===== config.mk =====
export PLATFORM = sky130hd
export DESIGN_NAME = uintm_alu_arbiter_flat
export DESIGN_NICKNAME = d
export VERILOG_FILES = /design/src/rtl/uintm_alu_arbiter_pkg.sv /design/src/rtl/uintm_alu_arbiter_if.sv /design/src/rtl/uintm_alu_arbiter_alu.sv /design/src/rtl/uintm_alu_arbiter.sv /design/src/flat_wrapper.sv
export SDC_FILE = /design/constraint.sdc
export NUM_CORES = 1
export LEC_CHECK = 0
export ABC_AREA = 1
export ABC_CLOCK_PERIOD_IN_PS = 12600
export BUFFER_PORTS_ARGS = -buffer_cell sky130_fd_sc_hd__buf_4
export CAP_MARGIN = 15
export CORE_ASPECT_RATIO = 1.1
export CORE_MARGIN = 2
export CORE_UTILIZATION = 60
export DETAILED_ROUTE_END_ITERATION = 8
export HOLD_SLACK_MARGIN = 0.1
export PLACE_DENSITY = 0.95
export SYNTH_ARGS = -nofsm -noshare
export SYNTH_HDL_FRONTEND = slang
export SYNTH_SLANG_ARGS = --single-unit

===== constraint.sdc =====
create_clock -name clk -period 12.6 [get_ports clk]
set_input_delay 1.89 -clock clk [delete_from_list [all_inputs] [get_ports clk]]
set_output_delay 1.89 -clock clk [all_outputs]
set_load 0.005 [all_outputs]

===== src/rtl/uintm_alu_arbiter_pkg.sv =====
// Shared opcode and FSM encodings for the uintm ALU arbiter.
// Also provides a small opcode-legality helper.
package uintm_alu_arbiter_pkg;

   typedef logic [2:0] op_t;

   localparam op_t OP_ADD = 3'd0;
   localparam op_t OP_SUB = 3'd1;
   localparam op_t OP_MUL = 3'd2;
   localparam op_t OP_AND = 3'd3;
   localparam op_t OP_OR  = 3'd4;
   localparam op_t OP_XOR = 3'd5;

   localparam logic [1:0] ST_IDLE = 2'd0;
   localparam logic [1:0] ST_MUL  = 2'd1;
   localparam logic [1:0] ST_DONE = 2'd2;

   function automatic logic op_legal(input op_t op);
      return (op <= OP_XOR);
   endfunction

endpackage


===== src/rtl/uintm_alu_arbiter_if.sv =====
// Request/result bus between NREQ requesters, the arbiter and one result consumer.
// slave = arbiter side, master = requester/consumer side.
interface uintm_alu_arbiter_if #(
   parameter int BITS = 8,
   parameter int NREQ = 4
);
   localparam int ID_W = $clog2(NREQ);

   logic [NREQ-1:0]      req_valid;
   logic [3*NREQ-1:0]    req_op;
   logic [BITS*NREQ-1:0] req_x;
   logic [BITS*NREQ-1:0] req_y;
   logic [NREQ-1:0]      req_ready;
   logic                 res_valid;
   logic                 res_ready;
   logic [BITS-1:0]      res_data;
   logic [ID_W-1:0]      res_id;
   logic                 res_err;

   modport slave (
      input  req_valid, req_op, req_x, req_y, res_ready,
      output req_ready, res_valid, res_data, res_id, res_err
   );

   modport master (
      output req_valid, req_op, req_x, req_y, res_ready,
      input  req_ready, res_valid, res_data, res_id, res_err
   );
endinterface


===== src/rtl/uintm_alu_arbiter_alu.sv =====
// Combinational modulo-2^BITS ALU: six operator leaves plus an opcode mux.
// Illegal opcodes produce zero with err_o set.
module uintm_add #(parameter int BITS = 8) (
   input  logic [BITS-1:0] a_i,
   input  logic [BITS-1:0] b_i,
   output logic [BITS-1:0] y_o
);
   assign y_o = a_i + b_i;
endmodule

module uintm_sub #(parameter int BITS = 8) (
   input  logic [BITS-1:0] a_i,
   input  logic [BITS-1:0] b_i,
   output logic [BITS-1:0] y_o
);
   assign y_o = a_i - b_i;
endmodule

module uintm_mul #(parameter int BITS = 8) (
   input  logic [BITS-1:0] a_i,
   input  logic [BITS-1:0] b_i,
   output logic [BITS-1:0] y_o
);
   assign y_o = a_i * b_i;
endmodule

module uintm_bit_and #(parameter int BITS = 8) (
   input  logic [BITS-1:0] a_i,
   input  logic [BITS-1:0] b_i,
   output logic [BITS-1:0] y_o
);
   assign y_o = a_i & b_i;
endmodule

module uintm_bit_or #(parameter int BITS = 8) (
   input  logic [BITS-1:0] a_i,
   input  logic [BITS-1:0] b_i,
   output logic [BITS-1:0] y_o
);
   assign y_o = a_i | b_i;
endmodule

module uintm_bit_xor #(parameter int BITS = 8) (
   input  logic [BITS-1:0] a_i,
   input  logic [BITS-1:0] b_i,
   output logic [BITS-1:0] y_o
);
   assign y_o = a_i ^ b_i;
endmodule

module uintm_alu
   import uintm_alu_arbiter_pkg::*;
#(
   parameter int BITS = 8
) (
   input  logic [BITS-1:0] x_i,
   input  logic [BITS-1:0] y_i,
   input  op_t             op_i,
   output logic [BITS-1:0] out_o,
   output logic            err_o
);
   logic [BITS-1:0] add_y, sub_y, mul_y, and_y, or_y, xor_y;

   uintm_add     #(.BITS(BITS)) u_add (.a_i(x_i), .b_i(y_i), .y_o(add_y));
   uintm_sub     #(.BITS(BITS)) u_sub (.a_i(x_i), .b_i(y_i), .y_o(sub_y));
   uintm_mul     #(.BITS(BITS)) u_mul (.a_i(x_i), .b_i(y_i), .y_o(mul_y));
   uintm_bit_and #(.BITS(BITS)) u_and (.a_i(x_i), .b_i(y_i), .y_o(and_y));
   uintm_bit_or  #(.BITS(BITS)) u_or  (.a_i(x_i), .b_i(y_i), .y_o(or_y));
   uintm_bit_xor #(.BITS(BITS)) u_xor (.a_i(x_i), .b_i(y_i), .y_o(xor_y));

   always_comb begin
      out_o = '0;
      err_o = !op_legal(op_i);
      case (op_i)
         OP_ADD:  out_o = add_y;
         OP_SUB:  out_o = sub_y;
         OP_MUL:  out_o = mul_y;
         OP_AND:  out_o = and_y;
         OP_OR:   out_o = or_y;
         OP_XOR:  out_o = xor_y;
         default: out_o = '0;
      endcase
   end
endmodule


===== src/rtl/uintm_alu_arbiter.sv =====
// Round-robin arbiter in front of a shared ALU with a one-entry output register.
// Multiplies take an extra cycle (MUL state) using latched operands.
module uintm_alu_arbiter
   import uintm_alu_arbiter_pkg::*;
#(
   parameter int BITS = 8,
   parameter int NREQ = 4
) (
   input  logic                 clk,
   input  logic                 rst,
   uintm_alu_arbiter_if.slave   bus
);
   localparam int ID_W = $clog2(NREQ);

   logic [1:0]      state_q, state_d;
   logic [ID_W-1:0] rr_q, rr_d;
   logic [BITS-1:0] x_q, x_d, y_q, y_d;
   logic [BITS-1:0] res_data_q, res_data_d;
   logic [ID_W-1:0] res_id_q, res_id_d;
   logic            res_err_q, res_err_d;

   op_t             op_a [NREQ];
   logic [BITS-1:0] x_a  [NREQ];
   logic [BITS-1:0] y_a  [NREQ];

   for (genvar g = 0; g < NREQ; g++) begin : g_unpack
      assign op_a[g] = bus.req_op[3*g +: 3];
      assign x_a[g]  = bus.req_x[BITS*g +: BITS];
      assign y_a[g]  = bus.req_y[BITS*g +: BITS];
   end

   logic            win, found, accept;
   logic [ID_W-1:0] gnt_idx, idx_c;
   int              idx;
   op_t             sel_op, alu_op;
   logic [BITS-1:0] alu_x, alu_y, alu_out;
   logic            alu_err;
   int              rr_nxt;

   assign win = (state_q == ST_IDLE) || ((state_q == ST_DONE) && bus.res_ready);

   // First valid requester at rr, rr+1, ... wins
   always_comb begin
      found         = 1'b0;
      gnt_idx       = '0;
      idx           = 0;
      idx_c         = '0;
      bus.req_ready = '0;
      for (int k = 0; k < NREQ; k++) begin
         idx   = (int'(rr_q) + k) % NREQ;
         idx_c = idx[ID_W-1:0];
         if (!found && bus.req_valid[idx_c]) begin
            found   = 1'b1;
            gnt_idx = idx_c;
         end
      end
      if (win && found && !rst) bus.req_ready[gnt_idx] = 1'b1;
   end

   assign accept = |bus.req_ready;
   assign sel_op = op_a[gnt_idx];

   // In MUL the ALU sees the latched operands, otherwise the granted requester live
   assign alu_x  = (state_q == ST_MUL) ? x_q : x_a[gnt_idx];
   assign alu_y  = (state_q == ST_MUL) ? y_q : y_a[gnt_idx];
   assign alu_op = (state_q == ST_MUL) ? OP_MUL : sel_op;

   uintm_alu #(.BITS(BITS)) u_alu (
      .x_i   (alu_x),
      .y_i   (alu_y),
      .op_i  (alu_op),
      .out_o (alu_out),
      .err_o (alu_err)
   );

   always_comb begin
      state_d    = state_q;
      rr_d       = rr_q;
      x_d        = x_q;
      y_d        = y_q;
      res_data_d = res_data_q;
      res_id_d   = res_id_q;
      res_err_d  = res_err_q;
      rr_nxt     = (int'(gnt_idx) + 1) % NREQ;
      if (accept) begin
         rr_d     = rr_nxt[ID_W-1:0];
         res_id_d = gnt_idx;
         if (sel_op == OP_MUL) begin
            x_d     = x_a[gnt_idx];
            y_d     = y_a[gnt_idx];
            state_d = ST_MUL;
         end else begin
            res_data_d = alu_out;
            res_err_d  = alu_err;
            state_d    = ST_DONE;
         end
      end else begin
         case (state_q)
            ST_MUL: begin
               res_data_d = alu_out;
               res_err_d  = 1'b0;
               state_d    = ST_DONE;
            end
            ST_DONE: if (bus.res_ready) state_d = ST_IDLE;
            ST_IDLE: state_d = ST_IDLE;
            default: state_d = ST_IDLE;
         endcase
      end
   end

   always_ff @(posedge clk) begin
      if (rst) begin
         state_q    <= ST_IDLE;
         rr_q       <= '0;
         res_data_q <= '0;
         res_id_q   <= '0;
         res_err_q  <= 1'b0;
      end else begin
         state_q    <= state_d;
         rr_q       <= rr_d;
         res_data_q <= res_data_d;
         res_id_q   <= res_id_d;
         res_err_q  <= res_err_d;
      end
   end

   // Operand latches carry no reset; they are only read in MUL after a load
   always_ff @(posedge clk) begin
      x_q <= x_d;
      y_q <= y_d;
   end

   assign bus.res_valid = (state_q == ST_DONE);
   assign bus.res_data  = res_data_q;
   assign bus.res_id    = res_id_q;
   assign bus.res_err   = res_err_q;
endmodule


===== src/flat_wrapper.sv =====
// flat-port wrapper written by rule: the top's interface ports become plain ports
module uintm_alu_arbiter_flat import uintm_alu_arbiter_pkg::*;
#(
   parameter int BITS = 8,
   parameter int NREQ = 4
)
  (clk, rst, bus_req_valid, bus_req_op, bus_req_x, bus_req_y, bus_res_ready, bus_req_ready, bus_res_valid, bus_res_data, bus_res_id, bus_res_err);
  uintm_alu_arbiter_if #(.BITS(BITS), .NREQ(NREQ)) bus_i ();
  input  logic clk;
  input  logic rst;
  input wire logic [$bits(bus_i.req_valid)-1:0] bus_req_valid;
  input wire logic [$bits(bus_i.req_op)-1:0] bus_req_op;
  input wire logic [$bits(bus_i.req_x)-1:0] bus_req_x;
  input wire logic [$bits(bus_i.req_y)-1:0] bus_req_y;
  input wire logic [$bits(bus_i.res_ready)-1:0] bus_res_ready;
  output wire logic [$bits(bus_i.req_ready)-1:0] bus_req_ready;
  output wire logic [$bits(bus_i.res_valid)-1:0] bus_res_valid;
  output wire logic [$bits(bus_i.res_data)-1:0] bus_res_data;
  output wire logic [$bits(bus_i.res_id)-1:0] bus_res_id;
  output wire logic [$bits(bus_i.res_err)-1:0] bus_res_err;
  assign bus_i.req_valid = bus_req_valid;
  assign bus_i.req_op = bus_req_op;
  assign bus_i.req_x = bus_req_x;
  assign bus_i.req_y = bus_req_y;
  assign bus_i.res_ready = bus_res_ready;
  assign bus_req_ready = bus_i.req_ready;
  assign bus_res_valid = bus_i.res_valid;
  assign bus_res_data = bus_i.res_data;
  assign bus_res_id = bus_i.res_id;
  assign bus_res_err = bus_i.res_err;
  uintm_alu_arbiter #(.BITS(BITS), .NREQ(NREQ)) u_core (.clk(clk), .rst(rst), .bus(bus_i));
endmodule

==> impl_metrics.json, run 1 <==
{
  "outcome": "finished, final reports clean",
  "grt_usage_pct": 30.5,
  "drt-total-wl_um": 12600,
  "synth-seq-area-share_pct": 17.4,
  "worst_pin_slew_ns": 0.619,
  "dp.final_hpwl_um": 10200,
  "syn_area_per_cell_um2": 6.71,
  "clock_latency_ns": 0.28,
  "synthesis.nets": 810,
  "synth_fa_ha_area_share_pct": 18.0,
  "crit_path_start_kind": "primary input",
  "num_antenna_cells": 0,
  "placed_cell_area_mm2": 0.00520,
  "clock_path_buffers": 2,
  "synth_compound_area_share_pct": 9.65,
  "synth_edf_count": 16,
  "htreeDepth": 2,
  "fin_nets": 898,
  "start_util_pct": 61.2,
  "fin_util_pct": 72.0,
  "syn_to_final_growth_pct": 17.7,
  "grt_pass1_wl_um": 20100,
  "r2r_setup_slack_ns": 6.12,
  "slew_viol_final": 0,
  "hold_violations": 0,
  "synth.distinct_cells": 55,
  "antenna_found_initial": 0,
  "synth-async-reset-ratio_pct": 0,
  "final_antenna_net_count": 0,
  "slowest_stage": "fa_1",
  "yosysTopAreaCellShare_pct": 16.9,
  "period_needed_ns": 7.46,
  "cp_data_required_time_ns": 12.77,
  "cts.sinks": 31,
  "drv_cap": 0,
  "finClkSkew_ns": 0.0131,
  "synth_most_common_cell": "nand2_1",
  "yosys_register_bits": 31,
  "hold_end": "u_core.bus.res_data[3]$_SDFFE_PP0P_",
  "clk_pin_slew_ns": 0.06,
  "whs_path_depth": 2,
  "viasPerCell": 5.67,
  "period_share_pct": 59.2,
  "synth-xor-area-share_pct": 1.95,
  "drcViolationCount": 0,
  "crit_path_start": "bus_req_valid[3]",
  "slew_headroom_pct": 58.7,
  "crit_path_end_kind": "flop",
  "drt-initial-drc-count": 312,
  "cts_resized": 0,
  "critPathMaxFanout": 52,
  "grt_setup_unrepaired": "false",
  "synth_area_mm2": 0.00450,
  "finalInstanceArea_mm2": 0.00529,
  "cpMostUsedCell": "nand2_1",
  "synth_top_family_by_area": "simple AND/OR/NAND/NOR gates",
  "setup_viol": 0,
  "postCtsSetupBuffers": 0,
  "ys.flop_type": "edfxtp_1",
  "fmax_ghz": 0.134,
  "die_y_um": 94.8,
  "arrival_ns": 7.63,
  "synth_top_area_cell": "nand2_1",
  "overflow": 0,
  "min_path_type": "reg2reg",
  "yosysWarnings": 0,
  "netlist_top_cells_count": "nand2_1 (203), inv_1 (89), nand3_1 (58)",
  "wire_per_inst_um": 14.8,
  "min_from": "u_core.bus.res_data[3]$_SDFFE_PP0P_",
  "ios": 99,
  "synthMuxAreaShare_pct": 0,
  "vias": 4801,
  "rows": 33,
  "rr_worst_depth": 33,
  "tritoncts": "yes",
  "ctsHoldBuffers": 0,
  "grt_pass1_vias": 4504,
  "die_area_mm2": 0.00820,
  "drive_gt1_share_pct": 22.9,
  "routabilityCongestion": 0.996,
  "worstSetupPathType": "in2reg",
  "syn_inst": 670,
  "r2r_start": "u_core.rr_q[0]$_SDFFE_PP0P_",
  "cts_root_buffer": "clkbuf_8",
  "fp.dieW_um": 86.5,
  "cts_buffers": 5,
  "synthTopCellsByArea": "nand2_1 (17%), ha_1 (12%), edfxtp_1 (11%)",
  "synthSimpleGateAreaFrac_pct": 41.1,
  "core_area_mm2": 0.00735,
  "crit_path_max_incr_delay_ns": 0.55,
  "reg2reg_to": "u_core.bus.res_data[7]$_SDFFE_PP0P_",
  "io_buffers": 98,
  "drtPass1Iterations": 5,
  "fin_tns_setup_ns": 0,
  "grt_max_degree": 53
}
-- worst max path at each step --
| stage | end | slack, ns |
|---|---|---|
| after floorplan | u_core.bus.res_data[7]$_SDFFE_PP0P_ | 5.95 |
| after global placement | u_core.bus.res_data[7]$_SDFFE_PP0P_ | 5.15 |
| after detailed placement | u_core.bus.res_data[7]$_SDFFE_PP0P_ | 4.94 |
| after CTS | u_core.bus.res_data[7]$_SDFFE_PP0P_ | 5.22 |
| after global routing | u_core.bus.res_data[7]$_SDFFE_PP0P_ | 4.70 |
| final | u_core.bus.res_data[7]$_SDFFE_PP0P_ | 5.14 |
-- flip-flops by register name (all words and copies together) (netlist names) --
signal               flops
u_core.bus.res_data      8
u_core.x_q               8
u_core.y_q               8
u_core.bus.res_id        2
u_core.rr_q              2
u_core.state_q           2
u_core.bus.res_err       1
-- critical path: cells and delay by family --
kind,cells,cell delay [ns]
AND/OR/NAND/NOR,17,2.07
adder cells (fa/ha/maj),6,2.37
buffers and inverters,9,0.90
AO/OA/AOI/OAI,3,0.38
-- layout by cell type, fill, tap and decap left out, types with 3 or more instances in the layout --
cell / count
o2111ai_1: 4
buf_4: 99
nor2_1: 43
nand3_1: 58
ha_1: 44
a21oi_1: 16
or2_2: 7
dfxtp_1: 15
nor2_4: 4
nand2_2: 20
nor3_1: 3
and2_1: 10
nand2_4: 5
nand3_2: 4
fa_1: 13
nand2_1: 203
xor2_1: 9
clkbuf_8: 6
nand4_1: 18
inv_1: 89
o21ai_1: 15
a211oi_1: 3
edfxtp_1: 16
o21ai_0: 9
inv_2: 10
-- layout make-up --
class	count	area, µm²
Clock inverter	1	5.00
Inverter	102	388
Multi-Input combinational cell	519	3180
Fill cell	588	2060
Tap cell	87	109
Timing Repair Buffer	99	743
Clock buffer	7	86.3
Sequential cell	31	781
-- cells by family (layout without fill, tap and decap cells) --
| logic type | count (synthesis) | in the layout |
|---|---|---|
| xor+xnor | 10 | 10 |
| flops | 31 | 31 |
| simple gates | 387 | 387 |
| buf+inv | 120 | 209 |
| compound gates | 65 | 65 |
| fa+ha+maj | 57 | 57 |
-- stage by stage --
| stage | instances | setup WS, ns | hold slack, ns |
|---|---|---|---|
| after CTS | 846 | 5.22 | 0.469 |
| after floorplan | 670 | 5.95 | 0.455 |
| after global routing | 846 | 4.70 | 0.488 |
| final | 846 | 5.14 | 0.467 |
| after detailed placement | 838 | 4.94 | 0.460 |
| after global placement | 838 | 5.15 | 0.450 |
-- routing by layer --
layer  vias to the layer above  routed length (µm)  GRT usage, %
met5                         -                   0             0
met4                         0                 327          10.9
met3                        43                 874          4.63
met2                       238                6180          55.1
met1                      2194                5170          36.4
li1                       2326                   -             -
Power of run 1 is not shown: default switching activity piles up to over one toggle a cycle in this logic, so the estimate is an artifact.
==> inputs of run 2 (changes only) <==
ABC_CLOCK_PERIOD_IN_PS = 7150   (was 12600)
CORE_UTILIZATION = 56   (was 60)
PLACE_DENSITY = 0.9   (was 0.95)
clock period = 7.15 ns   (was 12.6 ns; I/O delays follow)
==> impl_metrics.json, run 2 (synthesis gave the netlist of run 1 again) <==
{
  "cp_data_required_time_ns": 7.33,
  "reg2reg_to": "u_core.bus.res_data[7]$_SDFFE_PP0P_",
  "finalInstanceArea_mm2": 0.00534,
  "wire_per_inst_um": 14.3,
  "cts_root_buffer": "clkbuf_8",
  "drv_cap": 0,
  "postCtsSetupBuffers": 0,
  "nFillCells": 674,
  "grt_setup_unrepaired": "false",
  "core_area_mm2": 0.00787,
  "final_cell_mix": "nand2_1 (203), buf_4 (102), inv_1 (89)",
  "ff_latch_area_um2": 781,
  "clock_path_buffers": 2,
  "met1_length_um": 5160,
  "period_share_pct": 91.5,
  "grt_pass1_wl_um": 20500,
  "hold_violations": 0,
  "clk_pin_slew_ns": 0.06,
  "fin_nets": 901,
  "start_util_pct": 57.1,
  "antenna_found_initial": 0,
  "routabilityCongestion": 1.03,
  "whs_path_depth": 2,
  "slew_headroom_pct": 57.7,
  "rr_worst_depth": 34,
  "ios": 99,
  "drt-initial-drc-count": 235,
  "cts_buffers": 5,
  "fp.dieW_um": 89.4,
  "cts_resized": 0,
  "worstSetupPathType": "in2reg",
  "setup_viol": 0,
  "final_antenna_net_count": 0,
  "crit_path_end_kind": "flop",
  "htreeDepth": 2,
  "drt-total-wl_um": 12400,
  "multi_input_area_mm2": 0.00318,
  "cts.sinks": 31,
  "fmax_ghz": 0.153,
  "syn_to_final_growth_pct": 18.8,
  "min_from": "u_core.bus.res_data[1]$_SDFFE_PP0P_",
  "tritoncts": "yes",
  "ctsHoldBuffers": 0,
  "die_area_mm2": 0.00876,
  "drtPass1Iterations": 8,
  "r2r_setup_slack_ns": 0.75,
  "die_y_um": 98.0,
  "drcViolationCount": 0,
  "layout_commonest_cell": "nand2_1",
  "slew_viol_final": 0,
  "wl_met2_um": 6290,
  "finClkSkew_ns": 0.00827,
  "grt_usage_pct": 29.1,
  "period_needed_ns": 6.54,
  "clock_latency_ns": 0.29,
  "num_antenna_cells": 0,
  "rows": 34,
  "viasPerCell": 5.34,
  "crit_path_max_incr_delay_ns": 0.54,
  "arrival_ns": 6.72,
  "fin_util_pct": 67.9,
  "outcome": "finished, final reports clean",
  "r2r_start": "u_core.rr_q[0]$_SDFFE_PP0P_",
  "dp.final_hpwl_um": 10200,
  "drive_gt1_share_pct": 23.2,
  "placed_cell_area_mm2": 0.00525,
  "highest_layer": "met4",
  "cpMostUsedCell": "inv_1",
  "vias": 4644,
  "min_path_type": "reg2reg",
  "slowest_stage": "fa_1",
  "io_buffers": 98,
  "hold_end": "u_core.bus.res_data[1]$_SDFFE_PP0P_",
  "grt_max_degree": 42,
  "grt_pass1_vias": 4572,
  "route.met3.wl_um": 726,
  "overflow": 0,
  "worst_pin_slew_ns": 0.634,
  "critPathMaxFanout": 41,
  "crit_path_start_kind": "primary input",
  "fin_tns_setup_ns": 0
}
run 2: cell count changes in the layout (fill, tap and decap cells not counted):
cell / change
buf_4: +3
run 2: layout make-up:
type,count,share of cell area (%)
clock inverters,1,0.0937
inverters,102,7.26
clock buffers,7,1.62
flip-flops and latches,31,14.6
multi-input cells,519,59.5
repair buffers,102,14.3
well taps,108,2.53
run 2: metrics by stage:
| step | std cells | setup slack [ns] | hold WS [ns] |
|---|---|---|---|
| after floorplan | 670 | 1.32 | 0.455 |
| after global placement | 862 | 0.621 | 0.452 |
| after detailed placement | 862 | 0.392 | 0.460 |
| after CTS | 870 | 0.675 | 0.470 |
| after global routing | 870 | 0.165 | 0.500 |
| final | 870 | 0.610 | 0.466 |
run 2: per-layer routing:
layer	global-route usage, %	vias to the layer above
li1	-	2338
met1	37.8	2099
met2	51.1	184
met3	3.04	23
met4	7.12	0
met5	0	-
run 2: worst max path at each step:
stage,from,end,cells past startpoint
floorplan,bus_req_valid[3],u_core.bus.res_data[7]$_SDFFE_PP0P_,34
global placement,bus_req_valid[3],u_core.bus.res_data[7]$_SDFFE_PP0P_,35
detailed placement,bus_req_valid[3],u_core.bus.res_data[7]$_SDFFE_PP0P_,36
CTS,bus_req_valid[3],u_core.bus.res_data[7]$_SDFFE_PP0P_,36
global route,bus_req_valid[3],u_core.bus.res_data[7]$_SDFFE_PP0P_,35
finish,bus_req_valid[3],u_core.bus.res_data[7]$_SDFFE_PP0P_,34
run 2: worst max-delay path: cells and delay by family:
kind,cells,cell delay (ns)
buffers and inverters,9,0.72
and+or+nand+nor,16,1.80
adders and majority gates,5,2.36
AOI/OAI and AO/OA,4,0.75
Power of run 2 is left out for the same reason.
==> inputs of run 3 (changes only) <==
CORE_ASPECT_RATIO = 1.25   (was 1.1)
PLACE_DENSITY = 0.89   (was 0.9)
==> impl_metrics.json, run 3 (synthesis gave the netlist of run 1 again) <==
{
  "use_met3_pct": 2.78,
  "io_buffers": 98,
  "nFillCells": 665,
  "crit_path_start_kind": "primary input",
  "drcViolationCount": 0,
  "crit_path_end_kind": "flop",
  "postCtsSetupBuffers": 0,
  "slew_viol_final": 0,
  "tritoncts": "yes",
  "clk_pin_slew_ns": 0.07,
  "final_cell_mix": "nand2_1 (203), buf_4 (102), inv_1 (89)",
  "worst_pin_slew_ns": 0.639,
  "die_y_um": 104,
  "viasPerCell": 5.40,
  "grtUsageMet1_pct": 34.2,
  "routabilityCongestion": 0.955,
  "grt_usage_pct": 28.5,
  "grt_max_degree": 39,
  "arrival_ns": 6.60,
  "min_from": "u_core.bus.res_err$_SDFFE_PP0P_",
  "drt-total-wl_um": 12200,
  "setup_viol": 0,
  "cts.sinks": 31,
  "die_area_mm2": 0.00877,
  "cp_data_required_time_ns": 7.31,
  "syn_to_final_growth_pct": 18.2,
  "htreeDepth": 2,
  "r2r_setup_slack_ns": 0.81,
  "clock_path_buffers": 2,
  "dp.final_hpwl_um": 10300,
  "fmax_ghz": 0.155,
  "grt.met2_usage_pct": 51.1,
  "vias": 4629,
  "busiest_layer": "met2",
  "final_cells": 857,
  "fin_nets": 901,
  "wire_per_inst_um": 14.2,
  "drive_gt1_share_pct": 23.1,
  "ctsHoldBuffers": 0,
  "drt-initial-drc-count": 182,
  "finClkSkew_ns": 0.00663,
  "slew_headroom_pct": 57.3,
  "hold_violations": 0,
  "cts_root_buffer": "clkbuf_8",
  "ios": 99,
  "outcome": "finished, final reports clean",
  "start_util_pct": 57.7,
  "r2r_start": "u_core.rr_q[0]$_SDFFE_PP0P_",
  "period_share_pct": 90.1,
  "crit_path_start": "bus_req_valid[3]",
  "grt_pass1_vias": 4503,
  "slowest_stage": "fa_1",
  "crit_path_max_incr_delay_ns": 0.54,
  "overflow": 0,
  "antenna_found_initial": 0,
  "num_antenna_cells": 0,
  "fin_tns_setup_ns": 0,
  "drtPass1Iterations": 6,
  "critPathMaxFanout": 38,
  "layout_commonest_cell": "nand2_1",
  "grt_pass1_wl_um": 20700,
  "core_area_mm2": 0.00779,
  "final_antenna_net_count": 0,
  "worstSetupPathType": "in2reg",
  "fin_util_pct": 68.2,
  "fp.dieW_um": 84.2,
  "place_inst": 849,
  "drv_cap": 0,
  "rows": 36,
  "grt_setup_unrepaired": "false",
  "cts_resized": 0,
  "cts_buffers": 5,
  "min_path_type": "reg2reg",
  "period_needed_ns": 6.44,
  "cpMostUsedCell": "nand2_1",
  "clock_latency_ns": 0.28
}
-- run 3: cell counts in the layout (fill, tap and decap cells not counted) --
Identical to the previous run, type by type.
-- run 3: final timing paths --
path / cells after the start / end
worst min register to register: 2 / u_core.bus.res_err$_SDFFE_PP0P_
worst max register to register: 34 / u_core.bus.res_data[7]$_SDFFE_PP0P_
worst min-delay path: 2 / u_core.bus.res_err$_SDFFE_PP0P_
worst max-delay path: 35 / u_core.bus.res_data[7]$_SDFFE_PP0P_
-- run 3: critical path, delay by kind of cell --
family,cells,cell delay (ns)
adders and majority gates,5,2.32
AOI/OAI and AO/OA,3,0.42
buffers and inverters,8,0.79
and+or+nand+nor,19,1.98
-- run 3: through the flow --
step	hold WS (ns)	area, µm²	worst slack, ns
floorplan	0.455	4500	1.32
global placement	0.452	5230	0.658
detailed placement	0.455	5230	0.442
CTS	0.466	5310	0.725
global route	0.487	5310	0.198
finish	0.465	5310	0.711
-- run 3: cell type report --
| class | count | area, µm² | share of cell area, % |
|---|---|---|---|
| clock buffers | 7 | 76.3 | 1.44 |
| clock inverters | 1 | 5.00 | 0.0942 |
| inverters | 102 | 388 | 7.30 |
| multi-input cells | 519 | 3180 | 59.8 |
| flip-flops and latches | 31 | 781 | 14.7 |
| well taps | 95 | 119 | 2.24 |
| repair buffers | 102 | 766 | 14.4 |
-- run 3: routing by layer --
layer	wire length, µm	share of wire, %	vias to the layer above
met4	481	3.9	0
met2	6320	52	177
met5	0	0	-
met1	4790	39	2079
met3	614	5.0	33
li1	-	-	2340
Power of run 3 is left out for the same reason.
